**config.mk**
```make
export PLATFORM = sky130hd
export DESIGN_NAME = trigger_seq_core
export DESIGN_NICKNAME = d
export VERILOG_FILES = /design/src/rtl/trigger_seq_core.sv
export SDC_FILE = /design/constraint.sdc
export NUM_CORES = 1
export LEC_CHECK = 0
export ABC_AREA = 1
export ABC_CLOCK_PERIOD_IN_PS = 9390
export BUFFER_PORTS_ARGS = -buffer_cell sky130_fd_sc_hd__buf_2
export CORE_MARGIN = 2
export CORE_UTILIZATION = 30
export DETAILED_ROUTE_END_ITERATION = 12
export HOLD_SLACK_MARGIN = 0.05
export PLACE_DENSITY_LB_ADDON = 0.08
export SETUP_SLACK_MARGIN = 0.3
export SLEW_MARGIN = 20
export SYNTH_ARGS = -nofsm -noshare
export SYNTH_HDL_FRONTEND = slang
export SYNTH_SLANG_ARGS = --single-unit
```
**constraint.sdc**
```tcl
create_clock -name clk -period 9.39 [get_ports clk]
set_clock_uncertainty 0.05 [all_clocks]
set_input_delay 0.4695 -clock clk [delete_from_list [all_inputs] [get_ports clk]]
set_output_delay 0.4695 -clock clk [all_outputs]
set_load 0.05 [all_outputs]
```
**src/rtl/trigger_seq_core.sv**
```systemverilog
// Trigger sequencer: pops FIFO commands, syncs DAC/ADC channels, issues trigger pulses 1 cycle after the decision.
// Pop is combinational on head-valid and command-done; a head CANCEL pops in any non-error state.
module trigger_seq_core #(
  parameter int N_DAC                   = 8,
  parameter int N_ADC                   = 8,
  parameter int TRIGGER_LOCKOUT_DEFAULT = 5000,
  parameter int TRIG_PULSE_W            = 1,
  parameter int TIMEOUT_DEFAULT         = 0
) (
  input  logic             clk,
  input  logic             reset,
  output logic             cmd_word_rd_en,
  input  logic [31:0]      cmd_word,
  input  logic             cmd_buf_empty,
  input  logic             ext_trigger,
  input  logic [N_DAC-1:0] dac_waiting_for_trigger,
  input  logic [N_ADC-1:0] adc_waiting_for_trigger,
  output logic             trigger_out,
  output logic [31:0]      trig_count,
  output logic             busy,
  output logic [2:0]       state_out,
  output logic             bad_cmd,
  output logic             timeout_err
);

  localparam int N_CH = N_DAC + N_ADC;
  localparam int PW   = $clog2(TRIG_PULSE_W + 1);

  localparam logic [2:0] OP_CANCEL  = 3'd1;
  localparam logic [2:0] OP_SYNC    = 3'd2;
  localparam logic [2:0] OP_LOCKOUT = 3'd3;
  localparam logic [2:0] OP_EXPECT  = 3'd4;
  localparam logic [2:0] OP_DELAY   = 3'd5;
  localparam logic [2:0] OP_FORCE   = 3'd6;
  localparam logic [2:0] OP_TIMEOUT = 3'd7;

  typedef enum logic [2:0] {
    S_IDLE   = 3'd1,
    S_SYNC   = 3'd2,
    S_EXPECT = 3'd3,
    S_DELAY  = 3'd4,
    S_ERROR  = 3'd5
  } state_t;

  state_t          r_state;
  logic [N_CH-1:0] r_mask;
  logic [28:0]     r_lockout_val;
  logic [28:0]     r_timeout_val;
  logic [28:0]     r_lockout_cnt;
  logic [28:0]     r_timeout_cnt;
  logic [28:0]     r_delay_cnt;
  logic [28:0]     r_expect_cnt;
  logic [PW-1:0]   r_pulse_cnt;
  logic            r_ext_s;
  logic            r_ext_d;
  logic [31:0]     r_trig_count;
  logic            r_bad_cmd;
  logic            r_timeout_err;

  logic [2:0]      w_opcode;
  logic [28:0]     w_value;
  logic [N_CH-1:0] w_waiting;
  logic [N_CH-1:0] w_new_mask;
  logic            w_sync_ok;
  logic            w_new_sync_ok;
  logic            w_edge;
  logic            w_cancel;
  logic            w_cancel_pop;
  logic            w_ext_hit;
  logic            w_done;
  logic            w_in_wait;
  logic            w_completing;
  logic            w_timeout;
  logic            w_do_trig;
  logic            w_load_timeout;

  assign w_opcode      = cmd_word[31:29];
  assign w_value       = cmd_word[28:0];
  assign w_waiting     = {adc_waiting_for_trigger, dac_waiting_for_trigger};
  assign w_new_mask    = (w_value[N_CH-1:0] == '0) ? '1 : w_value[N_CH-1:0];
  assign w_sync_ok     = &(w_waiting | ~r_mask);
  assign w_new_sync_ok = &(w_waiting | ~w_new_mask);
  assign w_edge        = r_ext_s & ~r_ext_d;
  assign w_in_wait     = (r_state == S_SYNC) || (r_state == S_EXPECT);

  assign w_cancel  = !cmd_buf_empty && (w_opcode == OP_CANCEL) && (r_state != S_ERROR);
  assign w_ext_hit = (r_state == S_EXPECT) && (r_lockout_cnt == 29'd0) && w_edge &&
                     (r_expect_cnt != 29'd0) && !w_cancel;

  always_comb begin
    w_done = 1'b0;
    case (r_state)
      S_IDLE:   w_done = 1'b1;
      S_SYNC:   w_done = w_sync_ok;
      S_EXPECT: w_done = (r_expect_cnt == 29'd0);
      S_DELAY:  w_done = (r_delay_cnt == 29'd0);
      default:  w_done = 1'b0;
    endcase
  end

  assign cmd_word_rd_en = (r_state != S_ERROR) && !cmd_buf_empty && (w_done || w_cancel);
  assign w_cancel_pop   = cmd_word_rd_en && (w_opcode == OP_CANCEL);

  // A head CANCEL suppresses a SYNC that completes in the same cycle.
  assign w_do_trig = (cmd_word_rd_en && (w_opcode == OP_FORCE)) ||
                     (cmd_word_rd_en && (w_opcode == OP_SYNC) && w_new_sync_ok) ||
                     ((r_state == S_SYNC) && w_sync_ok && !w_cancel) ||
                     w_ext_hit;

  // Completion in the last timeout cycle takes precedence over the timeout.
  assign w_completing = ((r_state == S_SYNC) && w_sync_ok) ||
                        ((r_state == S_EXPECT) && ((r_expect_cnt == 29'd0) ||
                                                   (w_ext_hit && (r_expect_cnt == 29'd1))));
  assign w_timeout    = w_in_wait && (r_timeout_cnt == 29'd1) && !w_completing && !w_cancel;

  assign w_load_timeout = cmd_word_rd_en &&
                          (((w_opcode == OP_SYNC) && !w_new_sync_ok) ||
                           ((w_opcode == OP_EXPECT) && (w_value != 29'd0)));

  always_ff @(posedge clk or posedge reset) begin
    if (reset) begin
      r_state       <= S_IDLE;
      r_mask        <= '1;
      r_lockout_val <= 29'(TRIGGER_LOCKOUT_DEFAULT);
      r_timeout_val <= 29'(TIMEOUT_DEFAULT);
      r_lockout_cnt <= '0;
      r_timeout_cnt <= '0;
      r_delay_cnt   <= '0;
      r_expect_cnt  <= '0;
      r_pulse_cnt   <= '0;
      r_ext_s       <= 1'b0;
      r_ext_d       <= 1'b0;
      r_trig_count  <= '0;
      r_bad_cmd     <= 1'b0;
      r_timeout_err <= 1'b0;
    end else begin
      r_ext_s <= ext_trigger;
      r_ext_d <= r_ext_s;

      if (w_do_trig) r_trig_count <= r_trig_count + 32'd1;

      if (w_cancel_pop)              r_pulse_cnt <= '0;
      else if (w_do_trig)            r_pulse_cnt <= PW'(TRIG_PULSE_W);
      else if (r_pulse_cnt != '0)    r_pulse_cnt <= r_pulse_cnt - PW'(1);

      if (w_cancel_pop)                  r_lockout_cnt <= '0;
      else if (w_ext_hit)                r_lockout_cnt <= r_lockout_val;
      else if (r_lockout_cnt != 29'd0)   r_lockout_cnt <= r_lockout_cnt - 29'd1;

      if (w_cancel_pop)                              r_timeout_cnt <= '0;
      else if (w_load_timeout)                       r_timeout_cnt <= r_timeout_val;
      else if (w_in_wait && r_timeout_cnt != 29'd0)  r_timeout_cnt <= r_timeout_cnt - 29'd1;

      if (w_cancel_pop)                                      r_delay_cnt <= '0;
      else if (cmd_word_rd_en && w_opcode == OP_DELAY)       r_delay_cnt <= w_value;
      else if (r_state == S_DELAY && r_delay_cnt != 29'd0)   r_delay_cnt <= r_delay_cnt - 29'd1;

      if (w_cancel_pop)                                 r_expect_cnt <= '0;
      else if (cmd_word_rd_en && w_opcode == OP_EXPECT) r_expect_cnt <= w_value;
      else if (w_ext_hit)                               r_expect_cnt <= r_expect_cnt - 29'd1;

      if (cmd_word_rd_en && w_opcode == OP_SYNC)    r_mask        <= w_new_mask;
      if (cmd_word_rd_en && w_opcode == OP_LOCKOUT) r_lockout_val <= w_value;
      if (cmd_word_rd_en && w_opcode == OP_TIMEOUT) r_timeout_val <= w_value;

      if (cmd_word_rd_en) begin
        case (w_opcode)
          OP_SYNC:   r_state <= w_new_sync_ok ? S_IDLE : S_SYNC;
          OP_EXPECT: r_state <= (w_value == 29'd0) ? S_IDLE : S_EXPECT;
          OP_DELAY:  r_state <= (w_value == 29'd0) ? S_IDLE : S_DELAY;
          3'd0: begin
            r_state   <= S_ERROR;
            r_bad_cmd <= 1'b1;
          end
          default:   r_state <= S_IDLE;
        endcase
      end else if (w_timeout) begin
        r_state       <= S_ERROR;
        r_timeout_err <= 1'b1;
      end else if (w_done) begin
        r_state <= S_IDLE;
      end
    end
  end

  assign trigger_out = (r_pulse_cnt != '0) && (r_state != S_ERROR);
  assign trig_count  = r_trig_count;
  assign busy        = (r_state != S_IDLE);
  assign state_out   = r_state;
  assign bad_cmd     = r_bad_cmd;
  assign timeout_err = r_timeout_err;

endmodule

```
==> impl_metrics.yaml, run 1 <==
synth:
  synth_common_cells: "612 x nand2_1, 211 x o21ai_0, 208 x dfrtp_1"
  async_reset_ff_share_pct: 100.0
  synth_top_area_share_pct: 38.44
  post-synth-top-count-cell: "nand2_1"
  synthCells: 1923
  yosysTopAreaCell: "dfrtp_1"
  synth_area_um2: 13540
  ys_ff_latch: 230
  synth_flop_cell: "dfrtp_1"
  synth_area_per_cell_um2: 7.041
  ys_types: 39
  syn-num-nets: 1983
  synth_seq_area_share_pct: 42.71
  synth_warnings: 0
  ys_top_cells_by_area: "dfrtp_1 38%, nand2_1 17%, o21ai_0 7.8%, inv_1 5.5%, nor2_1 5.4%"
  synth_edf_count: 0
die:
  rows: 77
  die_area_um2: 46850
  fp.dieH_um: 216.4
  start_util_pct: 30.48
  die_width_um: 216.4
  core_um2: 44410
  ios: 92
power_and_ir_drop:
  powerDensity_nw_per_um2: 303.9
  p_leak_nw: 7.791
  max-vdd-ir-drop_v: 0.0001528
  report.power.total_mw: 4.762
critical_path:
  crit_path_end_kind: "flip-flop"
  required_ps: 9850
  cp.arrival_ps: 4580
  critPathLaunchType: "flip-flop"
  critical_path_class: "reg2reg"
  path_max_fanout: 29
placed_design:
  post-place-ws_ps: 5357
  portBuffers: 91
  hpwl_um: 31760
  place_area_um2: 14540
  place_congestion: 0.8184
sta:
  final_hold_viol_count: 0
  slew_headroom_pct: 31.99
  fin_crit_sh_pct: 43.84
  slew_violations: 0
  setup_viol: 0
  fmax_ghz: 0.2429
  worst_slack_ps: 5273
  rsz0062_at_grt: "no"
  worst_pin_slew_ps: 1019
  finalSetupTns_ps: 0
  finalCriticalPeriod_ps: 4117
routing:
  ant_nets: 0
  wire_per_inst_um: 17.39
  drtPass1Iterations: 5
  totalWireLength_um: 45430
  drc: 0
  first_iter_violations: 623
  routed_via_density: 4.776
  vias: 12479
clock_tree:
  clkLatencyLatePin_ps: 580
  cts-root-buf: "clkbuf_16"
  cts_buffer_depth: 3
  cts_tree: "built"
  cts_hold_buf: 2
  clk_pin_slew_ps: 60
  cts_buffers: 31
  ctsResizeCount: 0
  cts_setup_buffers: 0
  htreeDepth: 1
  clock_sinks: 230
grt:
  antenna_found_initial: 8
  grt_max_degree: 112
  first_global_vias: 12229
  grt_pass1_wl_um: 70950
  grt_use_total_pct: 19.37
  grt_overflow_total: 0
final_layout:
  n_fill_cell: 4838
  fin_nets: 2057
  area_growth_syn_to_layout_pct: 15.75
  antenna_cells: 0
  drive_gt1_share_pct: 10.59
  multi_input_area_um2: 6646
  seq_area_um2: 5783
  fin_area_um2: 15670
flow_run:
  maxCapViolCount: 0
hold_path:
  hp-class: "in2reg"
outcome:
  outcome: "finished clean"
-- routing by layer --
layer / track usage, % / part of all wire [%] / vias up
li1: - / - / 6302
met1: 26.45 / 47 / 5840
met2: 30.27 / 44 / 234
met3: 3.804 / 4.9 / 89
met4: 7.397 / 4.3 / 14
met5: 0 / 0.17 / -
-- state kept, by name (all words and copies together) (netlist names) --
| name | flops |
|---|---|
| timeout_err | 1 |
| state_out | 3 |
| r_lockout_val | 29 |
| r_ext_s | 1 |
| r_expect_cnt | 29 |
| r_delay_cnt | 29 |
| r_timeout_val | 29 |
| r_lockout_cnt | 29 |
| trig_count | 32 |
| r_ext_d | 1 |
| bad_cmd | 1 |
| r_timeout_cnt | 29 |
| r_pulse_cnt | 1 |
| r_mask | 16 |
-- worst paths after layout --
path | start | endpoint | slack, ps | cells after the start
min | cmd_word[27] | r_delay_cnt[27] | 150 | 3
max in group asynchronous | reset | r_lockout_cnt[13] | 7280 | 4
max reg2reg | state_out[1] | r_expect_cnt[27] | 5270 | 12
min reg2reg | timeout_err | timeout_err | 410 | 2
max | state_out[1] | r_expect_cnt[27] | 5270 | 12
min in group asynchronous | reset | r_lockout_val[13] | 520 | 3
-- logic make-up (layout without fill, tap and decap cells) --
group / count (synthesis) / after routing / share of synthesized area (%)
and+or+nand+nor: 1032 / 1032 / 31.61
xor gates and xnor gates: 85 / 85 / 5.499
AOI/OAI and AO/OA: 290 / 290 / 11.16
buffers and inverters: 278 / 376 / 8.271
DFF: 230 / 230 / 42.71
adders and majority gates: 8 / 8 / 0.7393
-- stage by stage --
step                      instances  utilization [%]  hold slack, ps
after floorplan                1923                -           303.7
after global placement         2554            32.74           408.6
after detailed placement       2554            32.74           403.7
after CTS                      2613            35.28           122.6
after global routing           2613            35.28           149.0
final                          2613            35.28           146.7
-- where the power goes --
part           switching, mW  internal [mW]  total [mW]
clock                  0.478          0.811        1.29
combinational           1.15          0.609        1.76
sequential             0.304           1.41        1.71
total                   1.94           2.83        4.76
-- layout by cell type, fill, tap and decap left out, types with 2 or more instances in the layout --
cell,instances
nand2_1,612
o21ai_0,211
dfrtp_1,208
inv_1,197
nor2_1,193
nand3_1,103
buf_2,91
xor2_1,70
nor3_1,43
nand4_1,40
clkbuf_16,31
a21oi_1,30
dfstp_2,22
o21ai_1,21
xnor2_1,15
buf_4,15
inv_2,12
nor4_1,12
clkinv_2,10
nand3b_1,9
a31oi_1,8
ha_1,8
o22ai_1,7
clkbuf_8,6
bufinv_16,6
or2_2,5
nand2_2,4
o211ai_1,4
nor2_2,3
a211oi_1,3
o31ai_1,3
and2_1,2
nor2_4,2
nor3_2,2
clkbuf_1,2
clkinvlp_4,2
dlygate4sd3_1,2
-- worst max-delay path: stages (launching register included) --
cell and delay (ps):
dfrtp_1 480, nor3_1 720, nand3_1 300, nand2_1 210, nor2_1 120, a21oi_4 310
nand2_1 470, nand2_1 190, buf_4 330, nand2_1 170, inv_2 450, nand3_1 140
nand2_1 90
-- area by class of cell --
type	instances	area share [%]
timing repair buffer	108	3.752
tap	592	4.727
clock inverter	18	1.565
multi-input combinational	1415	42.41
inverter	211	5.118
clock buffer	39	5.525
sequential	230	36.90
Power figures use the tool's default switching activity.
==> inputs of run 2 (changes only) <==
--- a/config.mk
+++ b/config.mk
@@ -6,7 +6,7 @@
 export NUM_CORES = 1
 export LEC_CHECK = 0
 export ABC_AREA = 1
-export ABC_CLOCK_PERIOD_IN_PS = 9390
+export ABC_CLOCK_PERIOD_IN_PS = 3750
 export BUFFER_PORTS_ARGS = -buffer_cell sky130_fd_sc_hd__buf_2
 export CORE_MARGIN = 2
 export CORE_UTILIZATION = 30
==> constraint.sdc (replaced) <==
create_clock -name clk -period 3.75 [get_ports clk]
set_clock_uncertainty 0.05 [all_clocks]
set_input_delay 0.1875 -clock clk [delete_from_list [all_inputs] [get_ports clk]]
set_output_delay 0.1875 -clock clk [all_outputs]
set_load 0.05 [all_outputs]
==> run 2 against run 1 <==
Combinational power rose to 2.6 times the previous value. Utilization rose by 1.0 points. Global-route usage rose by 0.46 points. Total power rose to 2.5 times the previous value. Non-clock buffer count rose by 47. Sequential power rose by 150%. Cell count rose by 1.8%. Worst setup slack got worse by 4600 ps. Clock power rose by 140%. Clock-buffer cell count rose by 8.
==> impl_metrics.yaml, run 2 (synthesized netlist as in run 1, its figures left out) <==
grt:
  grt_use_total_pct: 19.83
  grt_overflow_total: 0
  antenna_found_initial: 7
  grt_max_degree: 89
  first_global_vias: 12679
  grt_pass1_wl_um: 73140
critical_path:
  path_depth: 12
  critical_path_class: "reg2reg"
  crit_path_end_kind: "flip-flop"
  ff2ff_setup_slack_ps: 660
  slowest_delay_ps: 550
  critPathLaunchType: "flip-flop"
  cp.arrival_ps: 3530
  required_ps: 4190
  path_buf_inv: 2
  r2r_start: "state_out[2]"
  startpoint: "state_out[2]"
  crit_path_frequent_cell: "nand2_1"
  crit_family: "simple AND/OR/NAND/NOR gates"
  path_cells: "inv_1 -> nor3_1 -> nand3_1 -> nand2_1 -> nor2_1 -> a21oi_4 -> nand2_2 -> inv_2 -> nand2_1 -> o21ai_0 -> nand2_1 -> o21ai_0"
  reg2regPathDepth: 12
  crit_slowest_cell: "nor3_1"
  path_max_fanout: 38
routing:
  totalWireLength_um: 45970
  first_iter_violations: 670
  drtPass1Iterations: 5
  drc: 0
  wire_per_inst_um: 17.29
  vias: 12770
  routed_via_density: 4.803
  ant_nets: 0
die:
  die_width_um: 216.4
  die_area_um2: 46850
  rows: 77
  core_um2: 44410
  start_util_pct: 30.48
  ios: 92
  fp.dieH_um: 216.4
placed_design:
  hpwl_um: 32410
  place_congestion: 0.8797
  portBuffers: 91
  post-place-ws_ps: 626.5
sta:
  finalCriticalPeriod_ps: 3095
  final_hold_viol_count: 0
  rsz0062_at_grt: "no"
  worst_slack_ps: 655.1
  fmax_ghz: 0.3231
  slew_headroom_pct: 45.49
  setup_viol: 0
  worst_pin_slew_ps: 815.9
  slew_violations: 0
  fin_crit_sh_pct: 82.53
  finalSetupTns_ps: 0
flow_run:
  maxCapViolCount: 0
final_layout:
  seq_area_um2: 5783
  area_growth_syn_to_layout_pct: 19.14
  drive_gt1_share_pct: 10.94
  final_cell_mix: "612 x nand2_1, 211 x o21ai_0, 208 x dfrtp_1"
  largest_reg_flops: 32
  n_fill_cell: 4772
  final_common_cell: "nand2_1"
  multi_input_area_um2: 6644
  fin_nets: 2103
hold_path:
  hp-class: "in2reg"
  hold_path_depth: 5
  min-delay-start: "cmd_word[12]"
power_and_ir_drop:
  max-vdd-ir-drop_v: 0.0004368
  powerDensity_nw_per_um2: 741.8
  p_leak_nw: 7.995
clock_tree:
  cts-root-buf: "clkbuf_16"
  ctsResizeCount: 0
  cts_tree: "built"
  htreeDepth: 1
  cts_buffer_depth: 3
  clock_sinks: 230
  cts_buffers: 30
  cts_setup_buffers: 0
  clkLatencyLatePin_ps: 570
  clk_pin_slew_ps: 60
outcome:
  outcome: "finished clean"
[run 2: stage by stage]
step	utilization [%]	instance area, um2	power, mW	instances	hold slack, ps
after floorplan	-	13540	7.599	1923	168.9
after detailed placement	33.21	14750	8.846	2573	262.3
final	36.32	16130	11.97	2659	93.82
after global placement	33.21	14750	8.813	2573	260.0
after CTS	36.31	16130	12.10	2658	56.91
after global routing	36.31	16130	13.02	2658	120.9
[run 2: path summary, 6_finish.rpt]
| kind | to |
|---|---|
| worst max-delay path | r_delay_cnt[15] |
| worst min-delay path | r_mask[12] |
| worst max register to register | r_delay_cnt[15] |
| worst min register to register | timeout_err |
| max in group asynchronous | r_lockout_val[9] |
| min in group asynchronous | r_delay_cnt[21] |
[run 2: area by class of cell]
cell class                      instances  area share (%)
Clock buffer                           47           5.802
Clock inverter                          8          0.8688
Timing Repair Buffer                  155           6.733
Multi-Input combinational cell       1415           41.19
Antenna cell                            1         0.01551
Tap cell                              592           4.592
Inverter                              211           4.949
Sequential cell                       230           35.85
[run 2: worst register-to-register path, cell delays in order (launching register included)]
cell     delay [ps]
dfrtp_1         410
inv_1           120
nor3_1          550
nand3_1         260
nand2_1         150
nor2_1          100
a21oi_4         260
nand2_2         160
inv_2           490
nand2_1         210
o21ai_0         120
nand2_1          60
o21ai_0          70
[run 2: timing repair]
item | 4_1_cts | 5_1_grt
endpoints found under the setup margin | 0 | 0
hold buffers | 30 | 0
hold endpoints to repair | 89 | 0
[run 2: power by group]
part | switching [mW] | internal, mW | leakage (nW)
Combinational | 2.95 | 1.60 | 4.53
Sequential | 0.751 | 3.52 | 2.93
Clock | 1.17 | 1.97 | 0.533
[run 2: layer usage]
layer / track usage [%] / vias up / wire, um
met5: 0 / - / 78
met4: 4.772 / 12 / 979
met3: 2.919 / 63 / 1943
met2: 32.69 / 247 / 21180
met1: 27.37 / 6048 / 21790
li1: - / 6400 / -
==> inputs of run 3 (changes only) <==
--- a/config.mk
+++ b/config.mk
@@ -6,7 +6,7 @@
 export NUM_CORES = 1
 export LEC_CHECK = 0
 export ABC_AREA = 1
-export ABC_CLOCK_PERIOD_IN_PS = 3750
+export ABC_CLOCK_PERIOD_IN_PS = 3200
 export BUFFER_PORTS_ARGS = -buffer_cell sky130_fd_sc_hd__buf_2
 export CORE_MARGIN = 2
 export CORE_UTILIZATION = 30
==> constraint.sdc (replaced) <==
create_clock -name clk -period 3.2 [get_ports clk]
set_clock_uncertainty 0.05 [all_clocks]
set_input_delay 0.16 -clock clk [delete_from_list [all_inputs] [get_ports clk]]
set_output_delay 0.16 -clock clk [all_outputs]
set_load 0.05 [all_outputs]
==> run 3 against run 2 <==
Clock power rose by 18%. Utilization grew 0.52 points. Wire length rose by 1.7%. Critical endpoint is now cmd_word_rd_en. Highest routed layer unchanged.
==> impl_metrics.yaml, run 3 (synthesized netlist as in run 1, its figures left out) <==
outcome:
  outcome: "finished clean"
die:
  rows: 77
  start_util_pct: 30.48
  ios: 92
  fp.dieH_um: 216.4
  die_width_um: 216.4
  core_um2: 44410
  die_area_um2: 46850
sta:
  final_hold_viol_count: 0
  rsz0062_at_grt: "no"
  fin_crit_sh_pct: 86.40
  worst_pin_slew_ps: 576.3
  worst_slack_ps: 435.2
  slew_headroom_pct: 61.28
  slew_violations: 0
  setup_viol: 0
  finalSetupTns_ps: 0
  finalCriticalPeriod_ps: 2765
  fmax_ghz: 0.3617
grt:
  grt_pass1_wl_um: 73570
  grt_use_total_pct: 20.05
  first_global_vias: 12706
  antenna_found_initial: 6
  grt_overflow_total: 0
  grt_max_degree: 88
power_and_ir_drop:
  internal_power_mw: 8.400
  swShare_pct: 40.71
  combPwrFrac_pct: 38.4
  p_leak_nw: 8.102
  p_sw_mw: 5.767
  clkPwrFrac_pct: 26.3
  pwr-share-seq_pct: 35.3
  powerDensity_nw_per_um2: 865.8
  max-vdd-ir-drop_v: 0.0004053
clock_tree:
  clock_sinks: 230
  cts_buffer_depth: 3
  cts_buffers: 30
  cts-root-buf: "clkbuf_16"
  cts_tree: "built"
  htreeDepth: 1
  clk_pin_slew_ps: 60
  clkLatencyLatePin_ps: 580
critical_path:
  path_max_fanout: 5
  critical_path_class: "reg2out"
  cp.arrival_ps: 2550
  crit_path_end_kind: "primary output"
  critPathLaunchType: "flip-flop"
  required_ps: 2990
hold_path:
  hp-class: "in2async"
placed_design:
  hpwl_um: 33230
  post-place-ws_ps: 330.7
  dp.cells: 2584
  portBuffers: 91
  place_congestion: 0.8868
routing:
  vias: 12772
  ant_nets: 0
  first_iter_violations: 774
  wire_per_inst_um: 17.47
  drtPass1Iterations: 5
  routed_via_density: 4.773
  totalWireLength_um: 46760
  drc: 0
final_layout:
  final_cell_count_no_fill: 2676
  fin_nets: 2120
  drive_gt1_share_pct: 12.09
  final_cell_mix: "611 x nand2_1, 211 x o21ai_0, 208 x dfrtp_1"
  antenna_cells: 0
  area_growth_syn_to_layout_pct: 20.86
  final_core_util_pct: 36.84
  n_fill_cell: 4713
  final_common_cell: "nand2_1"
  largest_reg_flops: 32
flow_run:
  maxCapViolCount: 0
[run 3: metrics by stage]
| stage | cell area [um2] | power (mW) | hold slack [ps] |
|---|---|---|---|
| 6_report | 16360 | 14.17 | 86.94 |
| 5_1_grt | 16360 | 15.36 | 96.79 |
| 4_1_cts | 16280 | 14.25 | 62.62 |
| 3_5_place_dp | 14860 | 10.38 | 139.4 |
| 3_3_place_gp | 14860 | 10.37 | 135.9 |
| 2_1_floorplan | 13540 | 8.905 | 141.4 |
[run 3: final cells by class]
cell class | count | area, um2 | share of cell area, %
tap | 592 | 740.7 | 4.527
clock buffer | 40 | 849.6 | 5.192
clock inverter | 16 | 230.2 | 1.407
inverter | 211 | 803.3 | 4.909
timing repair buffer | 172 | 1260 | 7.700
sequential | 230 | 5783 | 35.34
multi-input combinational | 1415 | 6696 | 40.92
[run 3: path summary, 6_finish.rpt]
path,start,end,cells past startpoint,slack [ps]
max reg2reg,state_out[0],r_expect_cnt[26],11,470
min in group clk,cmd_word[31],bad_cmd,4,90
max,r_expect_cnt[0],cmd_word_rd_en,12,440
min reg2reg,timeout_err,timeout_err,2,410
min,reset,r_delay_cnt[11],3,90
max in group asynchronous,reset,r_lockout_cnt[10],4,2150
[run 3: power by group through the flow]
stage / clock [mW] / combinational (mW) / sequential, mW
2_1_floorplan: 0 / 3.83 / 5.08
3_5_place_dp: 0 / 5.37 / 5.01
6_report: 3.72 / 5.44 / 5.01
3_3_place_gp: 0 / 5.36 / 5.02
4_1_cts: 3.83 / 5.43 / 4.99
5_1_grt: 3.95 / 6.24 / 5.16
[run 3: timing repair]
action                                  in CTS  in global routing
setup buffers                                0                  3
resized for setup                            2                 19
pin swaps                                    0                  3
endpoints found under the setup margin       1                126
hold buffers                                33                  0
hold endpoints to repair                   287                  0
[run 3: per-layer routing]
layer  vias to the layer above  track usage (%)  wire length [um]
li1                       6435                -                 -
met1                      6017            27.07             21510
met2                       229            32.76             21570
met3                        83            3.214              2152
met4                         8            6.575              1471
met5                         -                0                51
[run 3: worst max-delay path, stage by stage (launching register included)]
cell and delay, ps:
dfrtp_1 420, inv_1 100, ha_2 210, nand2_1 70
nor2_2 120, nand2_2 120, nor2_4 110, nand3_1 80
nand2_1 100, nor2_1 100, a21oi_4 230, buf_6 160
buf_6 150
